===== src/rtl/bft_leaf_endpoint_pkg.sv =====
`default_nettype none
// ============================================================================
// Module      : bft_leaf_endpoint_pkg
// Description : Shared constants and helpers for the BFT leaf endpoint.
//               Packet layout (MSB..LSB): {valid, dest_addr, payload}.
// Revision    : 1.0 - initial release
// ============================================================================
package bft_leaf_endpoint_pkg;

    // Width of the statistics counters and their saturation value
    localparam int          c_CNT_W   = 16;
    localparam logic [15:0] c_CNT_MAX = 16'hFFFF;

    // Gap counter width: wide enough to hold the gap value, never zero bits
    function automatic int f_gap_width(input int gap);
        int w;
        w = $clog2(gap + 1);
        return (w < 1) ? 1 : w;
    endfunction

endpackage
`default_nettype wire


===== src/rtl/bft_leaf_endpoint_sync_fifo.sv =====
`default_nettype none
// ============================================================================
// Module      : bft_sync_fifo
// Description : Synchronous first-word-fall-through FIFO. Pointers carry an
//               extra wrap bit so full and empty are distinguished without
//               an occupancy counter. A push on a full FIFO is accepted when
//               a pop happens on the same edge.
// Revision    : 1.0 - initial release
// ============================================================================
module bft_sync_fifo #(
    parameter int DATA_WIDTH = 8,
    parameter int DEPTH      = 4
) (
    input  logic                  clk,
    input  logic                  reset,
    input  logic                  push,
    input  logic [DATA_WIDTH-1:0] push_data,
    input  logic                  pop,
    output logic [DATA_WIDTH-1:0] pop_data,
    output logic                  full,
    output logic                  empty
);

    localparam int PTR_W = $clog2(DEPTH);

    logic [DATA_WIDTH-1:0] r_mem [DEPTH];
    logic [PTR_W:0]        r_wr_ptr;
    logic [PTR_W:0]        r_rd_ptr;
    logic                  w_do_push;
    logic                  w_do_pop;

    assign empty    = (r_wr_ptr == r_rd_ptr);
    assign full     = (r_wr_ptr[PTR_W-1:0] == r_rd_ptr[PTR_W-1:0]) &&
                      (r_wr_ptr[PTR_W] != r_rd_ptr[PTR_W]);
    assign w_do_pop  = pop && !empty;
    assign w_do_push = push && (!full || w_do_pop);
    assign pop_data  = r_mem[r_rd_ptr[PTR_W-1:0]];

    // Pointer update; reset flushes contents by equalising the pointers
    always_ff @(posedge clk) begin
        if (reset) begin
            r_wr_ptr <= '0;
            r_rd_ptr <= '0;
        end else begin
            if (w_do_push) r_wr_ptr <= r_wr_ptr + 1'b1;
            if (w_do_pop)  r_rd_ptr <= r_rd_ptr + 1'b1;
        end
    end

    // Storage write; contents need no reset since the pointers gate them
    always_ff @(posedge clk) begin
        if (w_do_push) r_mem[r_wr_ptr[PTR_W-1:0]] <= push_data;
    end

endmodule
`default_nettype wire


===== src/rtl/bft_leaf_endpoint.sv =====
`default_nettype none
// ============================================================================
// Module      : bft_leaf_endpoint
// Description : Leaf endpoint of the butterfly-fat-tree deflection network.
//               TX: buffered valid/ready words injected as packets under a
//               minimum inter-injection gap. RX: packets absorbed every cycle
//               (the network cannot stall), buffered as a FWFT stream, with
//               sticky overflow and saturating drop/misroute statistics.
// Revision    : 1.0 - initial release
// ============================================================================
module bft_leaf_endpoint
    import bft_leaf_endpoint_pkg::*;
#(
    parameter int NUM_LEAVES = 2,
    parameter int PAYLOAD_SZ = 1,
    parameter int ADDR       = 0,
    parameter int FIFO_DEPTH = 4,
    parameter int INJ_GAP    = 0,
    localparam int ADDR_W    = $clog2(NUM_LEAVES),
    localparam int P_SZ      = 1 + ADDR_W + PAYLOAD_SZ
) (
    input  logic                  clk,
    input  logic                  reset,
    input  logic                  tx_valid,
    output logic                  tx_ready,
    input  logic [ADDR_W-1:0]     tx_dest,
    input  logic [PAYLOAD_SZ-1:0] tx_payload,
    output logic [P_SZ-1:0]       bus_o,
    input  logic [P_SZ-1:0]       bus_i,
    output logic                  rx_valid,
    input  logic                  rx_ready,
    output logic [PAYLOAD_SZ-1:0] rx_payload,
    output logic                  rx_overflow,
    output logic [c_CNT_W-1:0]    drop_count,
    output logic [c_CNT_W-1:0]    misroute_count
);

    localparam int                TXW        = ADDR_W + PAYLOAD_SZ;
    localparam int                GAP_W      = f_gap_width(INJ_GAP);
    localparam logic [ADDR_W-1:0] c_OWN_ADDR = ADDR[ADDR_W-1:0];
    localparam logic [GAP_W-1:0]  c_GAP_LOAD = INJ_GAP[GAP_W-1:0];

    // ---------------------------------------------------------------- TX
    logic [TXW-1:0]    w_tx_head;
    logic              w_tx_full;
    logic              w_tx_empty;
    logic              w_inject;
    logic [GAP_W-1:0]  r_gap_cnt;

    assign tx_ready = !w_tx_full;
    assign w_inject = !w_tx_empty && (r_gap_cnt == '0);

    bft_sync_fifo #(
        .DATA_WIDTH (TXW),
        .DEPTH      (FIFO_DEPTH)
    ) u_tx_fifo (
        .clk       (clk),
        .reset     (reset),
        .push      (tx_valid && tx_ready),
        .push_data ({tx_dest, tx_payload}),
        .pop       (w_inject),
        .pop_data  (w_tx_head),
        .full      (w_tx_full),
        .empty     (w_tx_empty)
    );

    // Registered uplink: one formatted packet per injection, all-zero idle otherwise
    always_ff @(posedge clk) begin
        if (reset)         bus_o <= '0;
        else if (w_inject) bus_o <= {1'b1, w_tx_head};
        else               bus_o <= '0;
    end

    // Rate limiter: reload on injection, count down to zero between injections
    always_ff @(posedge clk) begin
        if (reset)                  r_gap_cnt <= '0;
        else if (w_inject)          r_gap_cnt <= c_GAP_LOAD;
        else if (r_gap_cnt != '0)   r_gap_cnt <= r_gap_cnt - GAP_W'(1);
    end

    // ---------------------------------------------------------------- RX
    logic                  w_bus_valid;
    logic [ADDR_W-1:0]     w_bus_dest;
    logic [PAYLOAD_SZ-1:0] w_bus_payload;
    logic                  w_for_me;
    logic                  w_misroute;
    logic                  w_rx_full;
    logic                  w_rx_empty;
    logic                  w_rx_pop;
    logic                  w_drop;

    assign w_bus_valid   = bus_i[P_SZ-1];
    assign w_bus_dest    = bus_i[P_SZ-2 -: ADDR_W];
    assign w_bus_payload = bus_i[PAYLOAD_SZ-1:0];
    assign w_for_me      = w_bus_valid && (w_bus_dest == c_OWN_ADDR);
    assign w_misroute    = w_bus_valid && (w_bus_dest != c_OWN_ADDR);
    assign rx_valid      = !w_rx_empty;
    assign w_rx_pop      = rx_valid && rx_ready;
    // Only a full FIFO with no simultaneous pop forces a drop
    assign w_drop        = w_for_me && w_rx_full && !w_rx_pop;

    bft_sync_fifo #(
        .DATA_WIDTH (PAYLOAD_SZ),
        .DEPTH      (FIFO_DEPTH)
    ) u_rx_fifo (
        .clk       (clk),
        .reset     (reset),
        .push      (w_for_me),
        .push_data (w_bus_payload),
        .pop       (w_rx_pop),
        .pop_data  (rx_payload),
        .full      (w_rx_full),
        .empty     (w_rx_empty)
    );

    // Overflow statistics: sticky flag plus saturating drop counter
    always_ff @(posedge clk) begin
        if (reset) begin
            rx_overflow <= 1'b0;
            drop_count  <= '0;
        end else if (w_drop) begin
            rx_overflow <= 1'b1;
            if (drop_count != c_CNT_MAX) drop_count <= drop_count + 16'd1;
        end
    end

    // Misroute statistics: saturating count of valid packets for another leaf
    always_ff @(posedge clk) begin
        if (reset) begin
            misroute_count <= '0;
        end else if (w_misroute && (misroute_count != c_CNT_MAX)) begin
            misroute_count <= misroute_count + 16'd1;
        end
    end

endmodule
`default_nettype wire

===== config.mk =====
export PLATFORM = sky130hd
export DESIGN_NAME = bft_leaf_endpoint
export DESIGN_NICKNAME = d
export VERILOG_FILES = /design/src/rtl/bft_leaf_endpoint_pkg.sv /design/src/rtl/bft_leaf_endpoint_sync_fifo.sv /design/src/rtl/bft_leaf_endpoint.sv
export SDC_FILE = /design/constraint.sdc
export NUM_CORES = 1
export LEC_CHECK = 0
export CORE_UTILIZATION = 50
export CTS_CLUSTER_SIZE = 8
export DETAILED_ROUTE_END_ITERATION = 6
export PLACE_DENSITY = 0.75
export SYNTH_ARGS = -nofsm -noshare
export SYNTH_HDL_FRONTEND = slang
export SYNTH_SLANG_ARGS = --single-unit
export TNS_END_PERCENT = 10

===== constraint.sdc =====
create_clock -name clk -period 2.3 [get_ports clk]
set_input_delay 0.23 -clock clk [delete_from_list [all_inputs] [get_ports clk]]
set_output_delay 0.23 -clock clk [all_outputs]
set_load 0.01 [all_outputs]

==> impl_results.md <==
* Avg Cell Area, Syn at 9.81 um2
* DR vias/cell at 5.69
* Worst EP required at 2070 ps
* Share of the synthesized area in the top cell type at 0.342
* Most common cell after layout, fill and taps aside: dfxtp_1
* Fin. Hold Viols at 0
* Synthesized instance count at 316
* Final ANT Viol Nets at 0
* Num rows at 28
* Die H at 80.7 um
* Boundary pin count at 48
* Leakage power at 1.39 nW
* Core ar. at 5960 um2
* Biggest area consumer among synthesized cells: dfxtp_1
* Dpl ws at 38.6 ps
* Detailed-route via count at 2596
* Synth warnings at 0
* H-Tree Depth at 3
* Synth Cell Area at 3100 um2
* Fraction of layout cells with a size suffix above 1 at 0.126
* DRC viols at 0
* Buffers & Inverters on Critical Path at 1
* HP Class: in2reg
* Worst Setup End Kind: output pin
* Initial Util at 0.520
* Cell chain of the critical path: xor2_1 -> or3_1 -> clkdlybuf4s50_1
* CTS sink cnt at 65
* Max Transition Viols Final at 0
* Min Tclk post-route at 2130 ps
* Slew HR at 0.577
* Routability cong. at 0.833
* Total gr overflow at 0
* Vias in the first global route at 2439
* CTS resizes at 0
* CTS Buf Count at 9
* Total track usage at 0.214
* CP peak stage delay at 560 ps
* Root Driver: clkbuf_8
* Diodes inserted at 0
* Initial antenna violation count at 0
* Syn nets at 337
* Power Dens Cells at 610 nW/um2
* Synthesized flop and latch total at 65
* Worst slew pin tran at 634 ps
* Largest net degree at the start of global routing at 37
* Main flop type after synthesis: dfxtp_1
* Status: finished, final reports clean
* Tcrit/Tclk final at 0.927
* Setup crit start kind: flop
* CTS tree: done
* RSZ-0062 raised after global routing: false
* Postcts setup bufs at 0
* Post-synthesis cell type count at 45
* Layout Nets at 397
* First-pass GRT wire length at 10700 um
* WL final at 6460 um
* P&R area growth vs syn at 25.9%
* Clock transition at path regs at 80 ps
* Util after Layout at 0.655
* CTS Hold Buffers Added at 0
* Async SR Flop Fraction at 0
* Initial DRC count at 109
* Final setup TNS at 0 ps
* CP Max Fanout at 5
* WP data arrival at 1900 ps
* Die Wd at 80.7 um
* VDD IR max at 0.000422 V
* Crit path setup slack, layout at 167 ps
* Seq/Total Area, Yosys at 0.459
* Most frequent cells in the layout: 53 x dfxtp_1, 46 x clkdlybuf4s50_1, 24 x a21oi_1, 22 x nor2_1, 19 x o31ai_1
* CP top delay family: buffers and inverters
* First-pass DRT Iterations at 4
* Max Freq at 469 MHz
* MaxCap Viol Count at 0
* # port buffers at 47
* Post-synth EDFFs at 12
* Largest cells by area after synthesis: dfxtp_1 34%, edfxtp_1 12%, ha_1 4.8%
* Crit path kind: reg2out
* CTS max path bufs at 2
* Die area at 6520 um2
* Post-Route Skew at 6.71 ps
* Final setup violation count at 0
* Later-pin clock latency in the skew report at 340 ps
* Slowest stage cell, crit path: clkdlybuf4s50_1
* Post-detail-place hpwl at 4600 um
* Wirelength per Cell at 14.2 um
-- area by class of cell --
cell class | count | area, um2
clock buffers | 9 | 124
well taps | 75 | 93.8
multi-input cells | 225 | 1570
fillers | 509 | 2050
clock inverters | 7 | 55.1
flip-flops and latches | 65 | 1420
inverters | 12 | 45.0
repair buffers | 63 | 598
-- where the power goes --
group | total (mW) | switching, mW | internal, mW
Clock | 0.874 | 0.475 | 0.399
Sequential | 1.25 | 0.0408 | 1.21
Combinational | 0.257 | 0.129 | 0.129
Total | 2.38 | 0.644 | 1.74
-- through the flow --
step / power (mW) / std cells / hold slack [ps] / instance area, um2
2_1_floorplan: 1.43 / 316 / 329 / 3100
3_3_place_gp: 1.52 / 440 / 450 / 3720
3_5_place_dp: 1.53 / 440 / 448 / 3720
4_1_cts: 2.40 / 456 / 390 / 3900
5_1_grt: 2.49 / 456 / 423 / 3900
6_report: 2.38 / 456 / 398 / 3900
-- synth_stat cells, drive strengths merged, types with 6 or more instances --
master,n
xor2,11
clkbuf,8
buf,6
dfxtp,53
edfxtp,12
ha,12
or4,18
a21oi,24
nor2,22
or3,8
nand4,13
o21ai,8
nand2,13
o31ai,19
and2,7
inv,12
nand3,13
nor4,7
-- cells by family (layout without fill, tap and decap cells) --
group	after synthesis	in the layout	share of synthesized area
adders and majority gates	12	12	0.0484
buffers and inverters	26	91	0.0363
AOI/OAI and AO/OA	61	61	0.126
xor gates and xnor gates	16	16	0.0452
muxes	13	13	0.0561
and+or+nand+nor	122	122	0.228
DFF	65	65	0.459
other	1	1	0.00121
-- final timing paths --
check,depth (start not counted),startpoint,to,slack [ps]
max reg2reg,6,drop_count[1],drop_count[8],280
max,3,u_tx_fifo.r_wr_ptr[1],tx_ready,170
min,2,reset,flop,400
min reg2reg,2,rx_overflow,rx_overflow,460
-- metal layers --
layer | track usage | part of all wire | vias to the layer above
met1 | 0.268 | 0.47 | 1224
met5 | 0 | 0 | -
met4 | 0.0964 | 0.011 | 0
met3 | 0.0528 | 0.037 | 5
li1 | - | - | 1311
met2 | 0.347 | 0.49 | 56
-- sequential cells by signal (all words and copies together), names as in the netlist, named ones only --
signal	cells
u_rx_fifo.r_mem	4
rx_overflow	1
u_rx_fifo.r_rd_ptr	3
u_tx_fifo.r_rd_ptr	3
misroute_count	16
u_tx_fifo.r_wr_ptr	3
bus_o	3
u_rx_fifo.r_wr_ptr	3
r_gap_cnt	1
u_tx_fifo.r_mem	8
drop_count	16
-- worst register-to-register path: cells and delay by family (launching register included) --
family | cells | cell delay [ps]
AO/OA/AOI/OAI | 1 | 170
AND/OR/NAND/NOR | 3 | 1000
flip-flops | 1 | 360
adder cells (fa/ha/maj) | 1 | 240
buffers and inverters | 1 | 180
Power figures use the tool's default switching activity.
